$ cat src/rtl/pipeline_pkg.sv
// Shared types and helpers for the arithmetic-encoder back-end pipeline stages.
// Word classification splits a 9-bit pre-carry word into carry / 0xFF / plain.
package pipeline_pkg;

  typedef enum logic [2:0] {
    S_IDLE,
    S_WORD0,
    S_WORD1,
    S_EMIT_PEND,
    S_EMIT_RUN,
    S_FLUSH
  } state_t;

  localparam logic [7:0] BYTE_FF   = 8'hFF;
  localparam int         CARRY_BIT = 8;

  typedef struct packed {
    logic carry;
    logic is_ff;
    logic plain;
  } word_class_t;

  function automatic word_class_t classify_word(input logic [8:0] w);
    word_class_t c;
    c.carry = w[CARRY_BIT];
    c.is_ff = !w[CARRY_BIT] && (w[7:0] == BYTE_FF);
    c.plain = !w[CARRY_BIT] && (w[7:0] != BYTE_FF);
    return c;
  endfunction

endpackage

$ cat src/rtl/stage_4_carry_resolve_if.sv
// Bus between stage 3, the carry-resolve stage and the bitstream sink.
// Valid/ready: a transfer happens on any edge where valid && ready; out_byte is held while out_valid && !out_ready.
interface stage_4_carry_resolve_if #(
  parameter int D_SIZE = 4
);
  import pipeline_pkg::*;

  logic              in_valid;
  logic              in_ready;
  logic [D_SIZE-1:0] in_num;
  logic [8:0]        in_word_0;
  logic [8:0]        in_word_1;
  logic              flush;
  logic              out_valid;
  logic              out_ready;
  logic [7:0]        out_byte;
  logic              done;
  logic              err;
  state_t            dbg_state;

  modport master (
    output in_valid, in_num, in_word_0, in_word_1, flush, out_ready,
    input  in_ready, out_valid, out_byte, done, err, dbg_state
  );

  modport slave (
    input  in_valid, in_num, in_word_0, in_word_1, flush, out_ready,
    output in_ready, out_valid, out_byte, done, err, dbg_state
  );

endinterface

$ cat src/rtl/stage_4_out_reg.sv
// Single-entry output holding register: a new byte is taken only when the
// register is empty or its current byte transfers, so a stalled byte never changes.
module stage_4_out_reg (
  input  logic       clk,
  input  logic       reset,
  input  logic       load,
  input  logic [7:0] load_byte,
  input  logic       out_ready,
  output logic       out_valid,
  output logic [7:0] out_byte
);

  logic take;
  assign take = load && (!out_valid || out_ready);

  always_ff @(posedge clk or posedge reset) begin
    if (reset) begin
      out_valid <= 1'b0;
      out_byte  <= 8'h00;
    end else if (take) begin
      out_valid <= 1'b1;
      out_byte  <= load_byte;
    end else if (out_ready) begin
      out_valid <= 1'b0;
    end
  end

endmodule

$ cat src/rtl/stage_4_carry_resolve.sv
// Online carry resolution: holds one pending byte plus a run of 0xFF bytes and
// streams final bitstream bytes, one per cycle, once a later word settles them.
module stage_4_carry_resolve
  import pipeline_pkg::*;
#(
  parameter int RUN_WIDTH = 16,
  parameter int D_SIZE    = 4
) (
  input logic clk,
  input logic reset,
  stage_4_carry_resolve_if.slave bus
);

  localparam logic [RUN_WIDTH-1:0] RUN_MAX = '1;

  state_t                state, state_nx, ret_state, ret_nx, next_after;
  logic [7:0]            pending, pending_nx;
  logic                  pending_valid, pv_nx;
  logic [RUN_WIDTH-1:0]  run_cnt, run_nx;
  logic [RUN_WIDTH-1:0]  em_cnt, em_cnt_nx;
  logic [7:0]            em_fill, em_fill_nx;
  logic [8:0]            word0, word0_nx, word1, word1_nx, cur_word;
  logic                  num2, num2_nx;
  logic                  err_q, err_nx, done_q, done_nx;
  logic                  load, xfer, out_valid_q;
  logic [7:0]            load_byte, out_byte_q;
  word_class_t           cls;

  always_ff @(posedge clk or posedge reset) begin
    if (reset) begin
      state         <= S_IDLE;
      ret_state     <= S_IDLE;
      pending       <= 8'h00;
      pending_valid <= 1'b0;
      run_cnt       <= '0;
      em_cnt        <= '0;
      em_fill       <= 8'h00;
      word0         <= 9'h000;
      word1         <= 9'h000;
      num2          <= 1'b0;
      err_q         <= 1'b0;
      done_q        <= 1'b0;
    end else begin
      state         <= state_nx;
      ret_state     <= ret_nx;
      pending       <= pending_nx;
      pending_valid <= pv_nx;
      run_cnt       <= run_nx;
      em_cnt        <= em_cnt_nx;
      em_fill       <= em_fill_nx;
      word0         <= word0_nx;
      word1         <= word1_nx;
      num2          <= num2_nx;
      err_q         <= err_nx;
      done_q        <= done_nx;
    end
  end

  always_comb begin
    state_nx    = state;
    ret_nx      = ret_state;
    pending_nx  = pending;
    pv_nx       = pending_valid;
    run_nx      = run_cnt;
    em_cnt_nx   = em_cnt;
    em_fill_nx  = em_fill;
    word0_nx    = word0;
    word1_nx    = word1;
    num2_nx     = num2;
    err_nx      = err_q;
    done_nx     = 1'b0;
    load        = 1'b0;
    load_byte   = pending;
    bus.in_ready = 1'b0;
    xfer        = out_valid_q && bus.out_ready;
    cur_word    = (state == S_WORD1) ? word1 : word0;
    cls         = classify_word(cur_word);
    next_after  = (state == S_WORD0 && num2) ? S_WORD1 : S_IDLE;

    unique case (state)
      S_IDLE: begin
        bus.in_ready = 1'b1;
        if (bus.in_valid) begin
          if (bus.in_num != '0) begin
            word0_nx = bus.in_word_0;
            word1_nx = bus.in_word_1;
            num2_nx  = (bus.in_num == D_SIZE'(2));
            state_nx = S_WORD0;
          end
        end else if (bus.flush) begin
          state_nx = S_FLUSH;
        end
      end
      S_WORD0, S_WORD1: begin
        state_nx = next_after;
        if (cls.carry) begin
          // A carry settles pending+1 and turns the held 0xFF run into 0x00 bytes.
          if (pending_valid) begin
            load       = 1'b1;
            load_byte  = pending + 8'd1;
            em_cnt_nx  = run_cnt;
            em_fill_nx = 8'h00;
            ret_nx     = next_after;
            state_nx   = S_EMIT_PEND;
          end else begin
            err_nx = 1'b1;
          end
          pending_nx = cur_word[7:0];
          pv_nx      = 1'b1;
          run_nx     = '0;
        end else if (cls.is_ff) begin
          if (pending_valid) begin
            if (run_cnt == RUN_MAX) err_nx = 1'b1;
            else                    run_nx = run_cnt + RUN_WIDTH'(1);
          end else begin
            pending_nx = BYTE_FF;
            pv_nx      = 1'b1;
          end
        end else if (cls.plain) begin
          if (pending_valid) begin
            load       = 1'b1;
            load_byte  = pending;
            em_cnt_nx  = run_cnt;
            em_fill_nx = BYTE_FF;
            ret_nx     = next_after;
            state_nx   = S_EMIT_PEND;
          end
          pending_nx = cur_word[7:0];
          pv_nx      = 1'b1;
          run_nx     = '0;
        end
      end
      S_EMIT_PEND, S_EMIT_RUN: begin
        if (xfer) begin
          if (em_cnt != '0) begin
            load      = 1'b1;
            load_byte = em_fill;
            em_cnt_nx = em_cnt - RUN_WIDTH'(1);
            state_nx  = S_EMIT_RUN;
          end else begin
            state_nx = ret_state;
          end
        end
      end
      S_FLUSH: begin
        // Emission returns here with pending cleared, which then raises done.
        if (pending_valid) begin
          load       = 1'b1;
          load_byte  = pending;
          em_cnt_nx  = run_cnt;
          em_fill_nx = BYTE_FF;
          ret_nx     = S_FLUSH;
          pv_nx      = 1'b0;
          run_nx     = '0;
          state_nx   = S_EMIT_PEND;
        end else begin
          done_nx  = 1'b1;
          run_nx   = '0;
          state_nx = S_IDLE;
        end
      end
      default: state_nx = S_IDLE;
    endcase
  end

  stage_4_out_reg u_out_reg (
    .clk       (clk),
    .reset     (reset),
    .load      (load),
    .load_byte (load_byte),
    .out_ready (bus.out_ready),
    .out_valid (out_valid_q),
    .out_byte  (out_byte_q)
  );

  assign bus.out_valid = out_valid_q;
  assign bus.out_byte  = out_byte_q;
  assign bus.done      = done_q;
  assign bus.err       = err_q;
  assign bus.dbg_state = state;

endmodule

$ cat src/flat_wrapper.sv
// flat-port wrapper written by rule: the top's interface ports become plain ports
module stage_4_carry_resolve_flat import pipeline_pkg::*;
#(
  parameter int RUN_WIDTH = 16,
  parameter int D_SIZE    = 4
)
  (clk, reset, bus_in_valid, bus_in_num, bus_in_word_0, bus_in_word_1, bus_flush, bus_out_ready, bus_in_ready, bus_out_valid, bus_out_byte, bus_done, bus_err, bus_dbg_state);
  stage_4_carry_resolve_if #(.D_SIZE(D_SIZE)) bus_i ();
  input logic clk;
  input logic reset;
  input wire logic [$bits(bus_i.in_valid)-1:0] bus_in_valid;
  input wire logic [$bits(bus_i.in_num)-1:0] bus_in_num;
  input wire logic [$bits(bus_i.in_word_0)-1:0] bus_in_word_0;
  input wire logic [$bits(bus_i.in_word_1)-1:0] bus_in_word_1;
  input wire logic [$bits(bus_i.flush)-1:0] bus_flush;
  input wire logic [$bits(bus_i.out_ready)-1:0] bus_out_ready;
  output wire logic [$bits(bus_i.in_ready)-1:0] bus_in_ready;
  output wire logic [$bits(bus_i.out_valid)-1:0] bus_out_valid;
  output wire logic [$bits(bus_i.out_byte)-1:0] bus_out_byte;
  output wire logic [$bits(bus_i.done)-1:0] bus_done;
  output wire logic [$bits(bus_i.err)-1:0] bus_err;
  output wire logic [$bits(bus_i.dbg_state)-1:0] bus_dbg_state;
  assign bus_i.in_valid = bus_in_valid;
  assign bus_i.in_num = bus_in_num;
  assign bus_i.in_word_0 = bus_in_word_0;
  assign bus_i.in_word_1 = bus_in_word_1;
  assign bus_i.flush = bus_flush;
  assign bus_i.out_ready = bus_out_ready;
  assign bus_in_ready = bus_i.in_ready;
  assign bus_out_valid = bus_i.out_valid;
  assign bus_out_byte = bus_i.out_byte;
  assign bus_done = bus_i.done;
  assign bus_err = bus_i.err;
  assign bus_dbg_state = bus_i.dbg_state;
  stage_4_carry_resolve #(.RUN_WIDTH(RUN_WIDTH), .D_SIZE(D_SIZE)) u_core (.clk(clk), .reset(reset), .bus(bus_i));
endmodule
$ cat config.mk
export PLATFORM = sky130hd
export DESIGN_NAME = stage_4_carry_resolve_flat
export DESIGN_NICKNAME = d
export VERILOG_FILES = /design/src/rtl/pipeline_pkg.sv /design/src/rtl/stage_4_carry_resolve_if.sv /design/src/rtl/stage_4_out_reg.sv /design/src/rtl/stage_4_carry_resolve.sv /design/src/flat_wrapper.sv
export SDC_FILE = /design/constraint.sdc
export NUM_CORES = 1
export LEC_CHECK = 0
export CAP_MARGIN = 20
export CORE_ASPECT_RATIO = 0.7
export CORE_MARGIN = 1.5
export CORE_UTILIZATION = 45
export CTS_BUF_LIST = sky130_fd_sc_hd__clkbuf_16
export CTS_CLUSTER_DIAMETER = 50
export CTS_CLUSTER_SIZE = 14
export DETAILED_ROUTE_END_ITERATION = 16
export GPL_TIMING_DRIVEN = 0
export PLACE_DENSITY = 0.67
export SLEW_MARGIN = 20
export SYNTH_ARGS = -nofsm -noshare
export SYNTH_HDL_FRONTEND = slang
export SYNTH_HIERARCHICAL = 1
export SYNTH_SLANG_ARGS = --single-unit
$ cat constraint.sdc
create_clock -name clk -period 2.65 [get_ports clk]
set_input_delay 0.795 -clock clk [delete_from_list [all_inputs] [get_ports clk]]
set_output_delay 0.795 -clock clk [all_outputs]
set_load 0.01 [all_outputs]
==> impl_metrics.py, run 1 <==
metrics = {
    "floorplanning": {
        "die_y_um": 87.36,
        "die_w_um": 123.5,
        "dieArea_sq_um": 10790,
        "rows": 30,
        "core_sq_um": 9797,
        "start_util_pct": 46.69,
        "io_pins": 42,
    },
    "worst_setup_path": {
        "cp_num_buf_inv": 3,
        "timing.rr.start": "u_core/bus.dbg_state[2]",
        "crit_chain": "clkbuf_4 -> nor3b_4 -> buf_6 -> mux2i_4 -> ha_1 -> a21oi_1 -> o32ai_4 -> buf_4 -> o21bai_1 -> a22o_1",
        "slowest_stage": "dfrtp_1",
        "cp-startpoint": "u_core/bus.dbg_state[2]",
        "cp-end-kind": "flip-flop",
        "cp_top_family": "compound AO/OA/AOI/OAI gates",
        "path_class": "flip-flop to flip-flop",
        "crit_arrival_ps": 2830,
        "startpoint_type": "flip-flop",
        "max_stage_delay_ps": 390,
        "crit_path_max_fanout": 10,
        "crit_required_ps": 2920,
    },
    "synthesis": {
        "ys_seq_elements": 84,
        "synth-main-ff-cell": "dfrtp_1",
        "synth.avg_cell_area_sq_um": 9.412,
        "synth_edf_count": 0,
        "netlist_area_sq_um": 4574,
        "synth_nets": 519,
        "syn_inst": 486,
        "ys_types": 66,
        "async_flop_share_pct": 100.0,
        "ys_seq_area_share_pct": 45.95,
        "ys_warn_count": 6,
    },
    "finish": {
        "multi_input_area_sq_um": 2385,
        "drive_gt1_share_pct": 18.18,
        "layoutNonFillerInstCount": 689,
        "fillers": 850,
        "diodes": 0,
        "layout.area.seq_sq_um": 2102,
        "syn2layout_area_growth_pct": 24.73,
        "nNetsFinal": 589,
        "layout_commonest_cell": "dfrtp_1",
        "stdcell_area_sq_um": 5705,
        "layout_common_cells": "dfrtp_1 (84), nor2_1 (47), nand2_1 (45)",
    },
    "clocking": {
        "clk_path_buf_depth": 2,
        "path_clk_slew_ps": 60,
        "numCtsBuffers": 9,
        "clock-root-buffer": "clkbuf_16",
        "hold_buffers": 0,
        "cts_tree": "done",
        "clkSinkCount": 84,
        "clock_latency_ps": 340,
        "htree_num_levels": 3,
    },
    "timing": {
        "fin_setup_tns_ps": 0,
        "finalHoldViolations": 0,
        "relSlewSlack_pct": 43.57,
        "fmax_mhz": 391.8,
        "setup_violations": 0,
        "worst_slew_pin_slew_ps": 838.7,
        "whs_ps": 496.0,
        "clock_skew_ps": 7.006,
        "rsz0062_at_grt": "true",
        "period_needed_ps": 2553,
        "period_share_pct": 96.33,
        "report.final.slew_viol_count": 0,
    },
    "global_routing": {
        "grt_overflow": 0,
        "grt_max_degree": 31,
        "grt_use_total_pct": 23.54,
        "antenna_found_initial": 0,
        "grt_pass1_wl_mm": 19.25,
        "grt_pass1_vias": 3703,
    },
    "hold_path": {
        "hold_class": "flip-flop to flip-flop",
        "min_from": "u_core/bus.err",
    },
    "place": {
        "place_area_sq_um": 5189,
        "dp.cells": 657,
        "port_buffers": 41,
        "dp_hpwl_mm": 8.517,
        "gp_routability_congestion": 0.8632,
    },
    "drt": {
        "ant_nets": 0,
        "first_pass_iters": 5,
        "vias": 4049,
        "drt_iter0_markers": 415,
        "drc_errors": 0,
        "wl_per_cell_um": 17.39,
        "wl_mm": 11.98,
        "routed_via_density": 5.877,
    },
    "pwr": {
        "p_per_area_nw_per_um2": 1268,
        "p_leak_nw": 2.403,
        "peakVddDrop_uv": 542.3,
        "pwr-share-clk_pct": 16.2,
        "sw_frac_of_total_pct": 42.04,
        "p_int_mw": 4.194,
        "switching_power_mw": 3.042,
        "p_seq_share_pct": 32.0,
        "p_comb_share_pct": 51.9,
    },
    "flow_run": {
        "maxCapViolations": 0,
    },
    "status": {
        "status": "completed",
    },
}
==> per-stage QoR <==
| step | setup slack (ps) | util (%) | power, mW |
|---|---|---|---|
| after floorplan | 33.41 | - | 4.589 |
| after global placement | -441.4 | 52.55 | 5.515 |
| after detailed placement | -480.3 | 52.96 | 5.598 |
| after CTS | 0.3317 | 56.53 | 6.921 |
| after global routing | -47.19 | 58.24 | 7.757 |
| final | 97.36 | 58.24 | 7.236 |
==> synthesized netlist by cell type, types with 4 or more instances <==
cell type   n  share of area [%]
a21oi_1    35                3.8
a22oi_1     5               0.82
a31oi_1    19                2.6
and3_1      6               0.82
buf_2       9               0.98
clkbuf_1   12               0.98
dfrtp_1    84                 46
ha_1        6                1.6
inv_1      19                1.6
mux2_2     18                4.4
mux2_4      8                2.6
nand2_1    45                3.7
nand3_1    10                1.1
nand3b_1    5               0.82
nand4_1    10                1.4
nor2_1     48                3.9
nor2b_1     4               0.55
nor3_1     14                1.5
nor3b_1     4               0.66
nor4_1      8                1.1
o21ai_0    40                4.4
o21ai_1     8               0.88
==> worst register-to-register path, delay by kind of cell (launching register included) <==
kind                     cells  cell delay (ps)
flip-flops                   1              390
multiplexers                 1              290
adder cells (fa/ha/maj)      1              220
AND/OR/NAND/NOR              1              300
buffers and inverters        3              590
AO/OA/AOI/OAI                4              680
==> path summary, 6_finish.rpt <==
| kind | depth (start not counted) | slack (ps) | endpoint |
|---|---|---|---|
| hold / removal | 1 | 500 | u_core/bus.err |
| hold reg to reg | 1 | 500 | u_core/bus.err |
| setup / recovery | 10 | 100 | u_core/run_cnt[11] |
| min in group asynchronous | 2 | 790 | u_core/u_out_reg/out_byte[7] |
| setup reg to reg | 10 | 100 | u_core/run_cnt[11] |
| max in group asynchronous | 4 | 1070 | u_core/word1[8] |
==> power groups by stage <==
| stage | Clock, mW | Combinational (mW) | Sequential (mW) |
|---|---|---|---|
| floorplan | 0 | 2.40 | 2.19 |
| global placement | 0 | 3.24 | 2.27 |
| detailed placement | 0 | 3.30 | 2.30 |
| CTS | 1.19 | 3.43 | 2.29 |
| global route | 1.26 | 4.12 | 2.38 |
| finish | 1.17 | 3.75 | 2.31 |
==> repair_timing <==
item | 4_1_cts | 5_1_grt
setup buffers | 2 | 14
gates resized for setup | 16 | 18
hold endpoints to repair | 0 | 0
pin swaps | 1 | 6
setup endpoints to repair | 60 | 45
==> logic make-up after synthesis <==
kind of cell / synth area share (%)
simple gates: 21.14
mux: 7.713
compound gates: 19.53
buf+inv: 4.021
fa+ha+maj: 1.641
flops: 45.95
==> sequential cells by signal, indices dropped and copies added (netlist names) <==
register / count
u_core/em_fill: 8
u_core/em_cnt: 16
u_core/bus.done: 1
u_core/word0: 9
u_core/pending: 8
u_core/u_out_reg/out_valid: 1
u_core/bus.dbg_state: 3
u_core/num2: 1
u_core/word1: 9
u_core/pending_valid: 1
u_core/ret_state: 2
u_core/run_cnt: 16
u_core/u_out_reg/out_byte: 8
u_core/bus.err: 1
==> final cells by class <==
class                           count  area share [%]
Multi-Input combinational cell    359           41.80
Sequential cell                    84           36.84
Timing Repair Buffer               59           9.978
Clock buffer                        9           3.947
Tap cell                          128           2.807
Buffer                             23           2.368
Inverter                           20           1.382
Clock inverter                      7          0.8772
==> per-layer routing <==
layer	share of wire, %	GRT usage [%]	wire length [um]
met3	8.2	7.003	988
met5	0	0	0
met1	50	36.50	5989
met2	41	30.96	4860
met4	1.2	6.897	141
(Power assumes the default switching activity.)
==> run 2: changes to the inputs <==
--- a/config.mk
+++ b/config.mk
@@ -13,9 +13,10 @@
 export CTS_CLUSTER_DIAMETER = 50
 export CTS_CLUSTER_SIZE = 14
 export DETAILED_ROUTE_END_ITERATION = 16
+export GPL_ROUTABILITY_DRIVEN = 0
 export GPL_TIMING_DRIVEN = 0
 export PLACE_DENSITY = 0.67
-export SLEW_MARGIN = 20
+export SLEW_MARGIN = 10
 export SYNTH_ARGS = -nofsm -noshare
 export SYNTH_HDL_FRONTEND = slang
 export SYNTH_HIERARCHICAL = 1
==> constraint.sdc (replaced) <==
create_clock -name clk -period 2.1 [get_ports clk]
set_input_delay 0.63 -clock clk [delete_from_list [all_inputs] [get_ports clk]]
set_output_delay 0.63 -clock clk [all_outputs]
set_load 0.01 [all_outputs]
==> run 2 against run 1 <==
  * The run now ends with setup timing left
  * Critical endpoint is now u_core/u_out_reg/out_byte[6]
  * Fmax rose by 8.2%
  * Non-clock buffer count rose by 24
  * Cell count rose by 3.5%
  * Clock power rose by 65%
  * Power rose by 54%
  * Largest cell class unchanged
  * Die area did not move
  * Wire length rose by 14%
  * Critical path type unchanged
  * Cell area rose by 12%
  * Worst setup slack got worse by 360 ps
  * Clock skew fell by 2.2 ps
==> impl_metrics.py, run 2 (synthesis results as in run 1) <==
metrics = {
    "hold_path": {
        "hold_depth": 1,
        "hold_class": "flip-flop to flip-flop",
    },
    "drt": {
        "routed_via_density": 6.081,
        "ant_nets": 0,
        "drc_errors": 0,
        "drt_iter0_markers": 433,
        "wl_mm": 13.65,
        "vias": 4336,
        "wl_per_cell_um": 19.14,
        "first_pass_iters": 6,
    },
    "timing": {
        "relSlewSlack_pct": 64.01,
        "fmax_mhz": 423.9,
        "finalHoldViolations": 0,
        "period_share_pct": 112.3,
        "rsz0062_at_grt": "true",
        "period_needed_ps": 2359,
        "clock_skew_ps": 4.818,
        "worst_slew_pin_slew_ps": 538.0,
        "setup_ws_ps": -259.3,
        "whs_ps": 509.3,
        "setup_violations": 54,
        "report.final.slew_viol_count": 0,
    },
    "worst_setup_path": {
        "worst-path-stages": 10,
        "crit_path_max_fanout": 8,
        "critPathCapture": "u_core/u_out_reg/out_byte[6]",
        "slowest_stage": "dfrtp_1",
        "crit_required_ps": 2320,
        "cp_top_family": "simple AND/OR/NAND/NOR gates",
        "crit_chain": "inv_2 -> ha_4 -> nor3b_4 -> nand4b_1 -> o311a_4 -> nor3_4 -> buf_6 -> inv_8 -> nand2_8 -> mux2_4",
        "worstRegToRegCells": 10,
        "cp_num_buf_inv": 3,
        "startpoint_type": "flip-flop",
        "r2r_slack_ps": -260,
        "regToRegEndpoint": "u_core/u_out_reg/out_byte[6]",
        "timing.rr.start": "u_core/em_cnt[0]",
        "path_class": "flip-flop to flip-flop",
        "cp-end-kind": "flip-flop",
        "max_stage_delay_ps": 410,
        "crit_arrival_ps": 2580,
        "cp-startpoint": "u_core/em_cnt[0]",
    },
    "finish": {
        "drive_gt1_share_pct": 32.65,
        "layout_common_cells": "dfrtp_1 (79), nor2_1 (44), buf_4 (41), nand2_1 (41), clkdlybuf4s50_1 (40)",
        "layout.area.seq_sq_um": 2108,
        "syn2layout_area_growth_pct": 40.18,
        "layout_commonest_cell": "dfrtp_1",
        "stdcell_area_sq_um": 6412,
        "largest_registers": "u_core/em_cnt (16), u_core/run_cnt (16)",
        "diodes": 0,
        "nNetsFinal": 613,
        "fillers": 708,
        "multi_input_area_sq_um": 2720,
    },
    "global_routing": {
        "grt_pass1_vias": 4014,
        "grt_overflow": 0,
        "antenna_found_initial": 0,
        "grt_use_total_pct": 25.89,
        "grt_max_degree": 35,
        "grt_pass1_wl_mm": 21.18,
    },
    "pwr": {
        "peakVddDrop_uv": 745.8,
        "p_leak_nw": 2.681,
        "p_total_mw": 11.17,
        "p_per_area_nw_per_um2": 1742,
    },
    "floorplanning": {
        "dieArea_sq_um": 10790,
        "die_y_um": 87.36,
        "die_w_um": 123.5,
        "start_util_pct": 46.69,
        "io_pins": 42,
        "core_sq_um": 9797,
        "rows": 30,
    },
    "place": {
        "port_buffers": 41,
        "place_ws_ps": -870.3,
        "place_area_sq_um": 5269,
        "dp_hpwl_mm": 8.697,
    },
    "status": {
        "violations": "setup timing",
        "status": "complete, but fails checks",
    },
    "clocking": {
        "path_clk_slew_ps": 60,
        "clkSinkCount": 84,
        "cts_tree": "done",
        "clk_path_buf_depth": 2,
        "clock_latency_ps": 340,
        "hold_buffers": 0,
        "clock-root-buffer": "clkbuf_16",
        "numCtsBuffers": 9,
        "htree_num_levels": 3,
    },
    "flow_run": {
        "maxCapViolations": 0,
    },
}
## run 2: how the worst min path moves through the flow
stage | from | endpoint
2_1_floorplan | reset | u_core/u_out_reg/out_byte[0]
3_3_place_gp | u_core/em_cnt[14] | u_core/em_cnt[14]
4_1_cts | u_core/bus.err | u_core/bus.err
3_5_place_dp | u_core/bus.err | u_core/bus.err
5_1_grt | u_core/bus.err | u_core/bus.err
6_report | u_core/bus.err | u_core/bus.err
## run 2: cell type report
class                      count  share of cell area, %
tap                          128                  2.498
multi-input combinational    359                  42.42
buffer                        19                  2.537
sequential                    84                  32.88
clock inverter                 7                  2.146
inverter                      20                  1.346
clock buffer                   9                  3.512
timing repair buffer          87                  12.66
## run 2: worst register-to-register path, delay by kind of cell, from the launching register on
kind,cells,cell delay [ps]
flip-flops,1,410
multiplexers,1,310
adder cells (fa/ha/maj),1,140
AND/OR/NAND/NOR,4,690
buffers and inverters,3,300
AO/OA/AOI/OAI,1,410
## run 2: power breakdown
group | switching (mW) | internal (mW)
combinational | 3.24 | 3.02
clock | 0.651 | 1.28
sequential | 0.693 | 2.29
## run 2: repair_timing
action / CTS / global route
resized for setup: 114 / 37
setup endpoints to repair: 79 / 71
gates cloned: 4 / 0
pin swaps: 44 / 13
buffers inserted: 34 / 6
## run 2: per-layer routing
metal / part of all wire [%] / vias up / wire length, um / global-route usage, %
met5: 0 / - / 0 / 0
met4: 2.1 / 0 / 284 / 7.419
met3: 8.7 / 31 / 1185 / 5.825
met2: 43 / 236 / 5925 / 37.47
met1: 46 / 2093 / 6255 / 38.66
li1: - / 1976 / - / -
## run 2: per-stage QoR
| stage | cells | setup TNS, ps | util (%) |
|---|---|---|---|
| floorplan | 486 | -8355 | - |
| global placement | 655 | -63780 | 53.37 |
| detailed placement | 657 | -41200 | 53.78 |
| CTS | 708 | -5212 | 63.68 |
| global route | 713 | -13100 | 65.45 |
| finish | 713 | -9213 | 65.45 |
==> run 3: changes to the inputs <==
--- a/config.mk
+++ b/config.mk
@@ -14,7 +14,7 @@
 export CTS_CLUSTER_SIZE = 14
 export DETAILED_ROUTE_END_ITERATION = 16
 export GPL_ROUTABILITY_DRIVEN = 0
-export GPL_TIMING_DRIVEN = 0
+export GPL_TIMING_DRIVEN = 1
 export PLACE_DENSITY = 0.67
 export SLEW_MARGIN = 10
 export SYNTH_ARGS = -nofsm -noshare
==> run 3 against run 2 <==
  * The run still ends with setup timing left
  * Power is 1.5% higher
  * Global-route usage is 1.0 points higher
  * Hold slack worse by 17 ps
  * First-iteration DRC count is 31% higher
  * Sequential power is 5% lower
  * Critical endpoint unchanged
  * Largest cell class unchanged
==> impl_metrics.py, run 3 (synthesis results as in run 1) <==
metrics = {
    "clocking": {
        "clkSinkCount": 84,
        "numCtsBuffers": 9,
        "hold_buffers": 0,
        "clock_latency_ps": 340,
        "clock-root-buffer": "clkbuf_16",
        "cts_tree": "done",
        "clk_path_buf_depth": 2,
        "path_clk_slew_ps": 60,
        "htree_num_levels": 3,
    },
    "worst_setup_path": {
        "crit_arrival_ps": 2650,
        "r2r_slack_ps": -320,
        "crit_path_max_fanout": 3,
        "crit_required_ps": 2330,
        "regToRegEndpoint": "u_core/u_out_reg/out_byte[6]",
        "max_stage_delay_ps": 430,
        "cp-startpoint": "u_core/bus.dbg_state[0]",
        "crit_chain": "buf_6 -> nand3b_1 -> a211oi_2 -> buf_4 -> and4_1 -> nand3_1 -> a21o_1 -> a221o_1 -> mux2_4",
        "cp-end-kind": "flip-flop",
        "timing.rr.start": "u_core/bus.dbg_state[0]",
        "path_class": "flip-flop to flip-flop",
        "worstRegToRegCells": 9,
        "startpoint_type": "flip-flop",
        "slowest_stage": "dfrtp_1",
        "critPathCapture": "u_core/u_out_reg/out_byte[6]",
    },
    "finish": {
        "syn2layout_area_growth_pct": 47.57,
        "nNetsFinal": 660,
        "largest_registers": "u_core/em_cnt (16), u_core/run_cnt (16)",
        "layout_commonest_cell": "buf_4",
        "diodes": 0,
        "layout_common_cells": "buf_4 (85), dfrtp_1 (83), nand2_1 (41)",
        "drive_gt1_share_pct": 39.40,
        "layoutNonFillerInstCount": 760,
    },
    "global_routing": {
        "grt_pass1_wl_mm": 22.04,
        "grt_pass1_vias": 4113,
        "grt_use_total_pct": 26.93,
        "antenna_found_initial": 0,
        "grt_max_degree": 76,
        "grt_overflow": 0,
    },
    "timing": {
        "rsz0062_at_grt": "true",
        "finalHoldViolations": 0,
        "fmax_mhz": 413.2,
        "report.final.slew_viol_count": 0,
        "fin_setup_tns_ps": -5424,
        "period_needed_ps": 2420,
        "clock_skew_ps": 8.944,
        "setup_violations": 48,
        "worst_slew_pin_slew_ps": 406.2,
        "relSlewSlack_pct": 72.71,
        "setup_ws_ps": -319.9,
        "period_share_pct": 115.2,
    },
    "hold_path": {
        "min_from": "u_core/bus.err",
        "hold_class": "flip-flop to flip-flop",
    },
    "pwr": {
        "p_comb_share_pct": 61.3,
        "switching_power_mw": 4.669,
        "p_seq_share_pct": 24.8,
        "p_int_mw": 6.670,
        "peakVddDrop_uv": 720.1,
        "sw_frac_of_total_pct": 41.18,
        "pwr-share-clk_pct": 13.8,
        "p_leak_nw": 2.934,
        "p_per_area_nw_per_um2": 1680,
    },
    "drt": {
        "wl_mm": 13.98,
        "ant_nets": 0,
        "drc_errors": 0,
        "drt_iter0_markers": 567,
        "vias": 4473,
        "first_pass_iters": 5,
        "routed_via_density": 5.886,
        "wl_per_cell_um": 18.39,
    },
    "flow_run": {
        "maxCapViolations": 0,
    },
    "status": {
        "status": "complete, but fails checks",
        "violations": "setup timing",
    },
    "floorplanning": {
        "dieArea_sq_um": 10790,
        "rows": 30,
        "die_y_um": 87.36,
        "start_util_pct": 46.69,
        "die_w_um": 123.5,
        "io_pins": 42,
        "core_sq_um": 9797,
    },
    "place": {
        "dp_hpwl_mm": 9.364,
        "dp.cells": 720,
        "port_buffers": 41,
    },
}
## run 3: cell count changes in the layout (fill, tap and decap cells not counted), sizes merged
cell | previous run | this run
clkbuf | 17 | 10
dlygate4sd2 | 0 | 2
dlymetal6s2s | 0 | 1
buf | 58 | 112
clkdlybuf4s50 | 40 | 37
bufinv | 4 | 1
clkinvlp | 1 | 4
## run 3: worst min path at each step
stage | end | slack [ps] | depth (start not counted)
after floorplan | u_core/u_out_reg/out_byte[0] | 460 | 1
after global placement | u_core/bus.err | 470 | 1
after detailed placement | u_core/bus.err | 470 | 1
after CTS | u_core/bus.err | 490 | 1
after global routing | u_core/bus.err | 520 | 1
final | u_core/bus.err | 490 | 1
## run 3: repair_timing
item                                    in CTS  in global routing
hold endpoints to repair                     0                  0
gates resized for setup                     53                 95
buffers inserted                            12                 14
cloned                                       1                  1
pin swaps                                   16                 46
endpoints found under the setup margin      58                 79
## run 3: power by group through the flow
stage	combinational, mW	clock [mW]	sequential [mW]
2_1_floorplan	3.21	0	2.78
3_3_place_gp	5.27	0	2.75
3_5_place_dp	5.42	0	2.80
4_1_cts	5.97	1.59	2.78
5_1_grt	7.41	1.65	2.90
6_report	6.95	1.57	2.82
## run 3: metrics by stage
| step | cell area [sq um] | hold slack [ps] | util [%] | setup WS, ps | power [mW] |
|---|---|---|---|---|---|
| 3_5_place_dp | 5812 | 468.3 | 59.32 | -414.3 | 8.216 |
| 5_1_grt | 6750 | 523.3 | 68.90 | -372.0 | 11.96 |
| 4_1_cts | 6360 | 492.9 | 64.92 | -230.2 | 10.34 |
| 3_3_place_gp | 5812 | 474.5 | 59.32 | -354.5 | 8.020 |
| 2_1_floorplan | 4658 | 457.9 | - | -305.2 | 5.996 |
| 6_report | 6750 | 492.0 | 68.90 | -319.9 | 11.34 |
## run 3: critical path, delay by kind of cell (launching register included)
| family | cells | cell delay (ps) |
|---|---|---|
| AO/OA/AOI/OAI | 3 | 760 |
| multiplexers | 1 | 280 |
| flip-flops | 1 | 430 |
| buffers and inverters | 2 | 320 |
| AND/OR/NAND/NOR | 3 | 500 |
## run 3: area by class of cell
type,count,area (sq um)
inverters,20,86.33
flip-flops and latches,84,2103
repair buffers,153,1406
well taps,128,160.2
fillers,698,3047
multi-input cells,359,2700
clock buffers,9,225.2
clock inverters,7,68.82
## run 3: routing by layer
metal  wire, um  track usage [%]  vias to the layer above
met2       6041            37.47                      197
met3        978            5.694                       24
met5          0                0                        -
met4        223            8.882                        0
li1           -                -                     2068
met1       6734            41.29                     2184
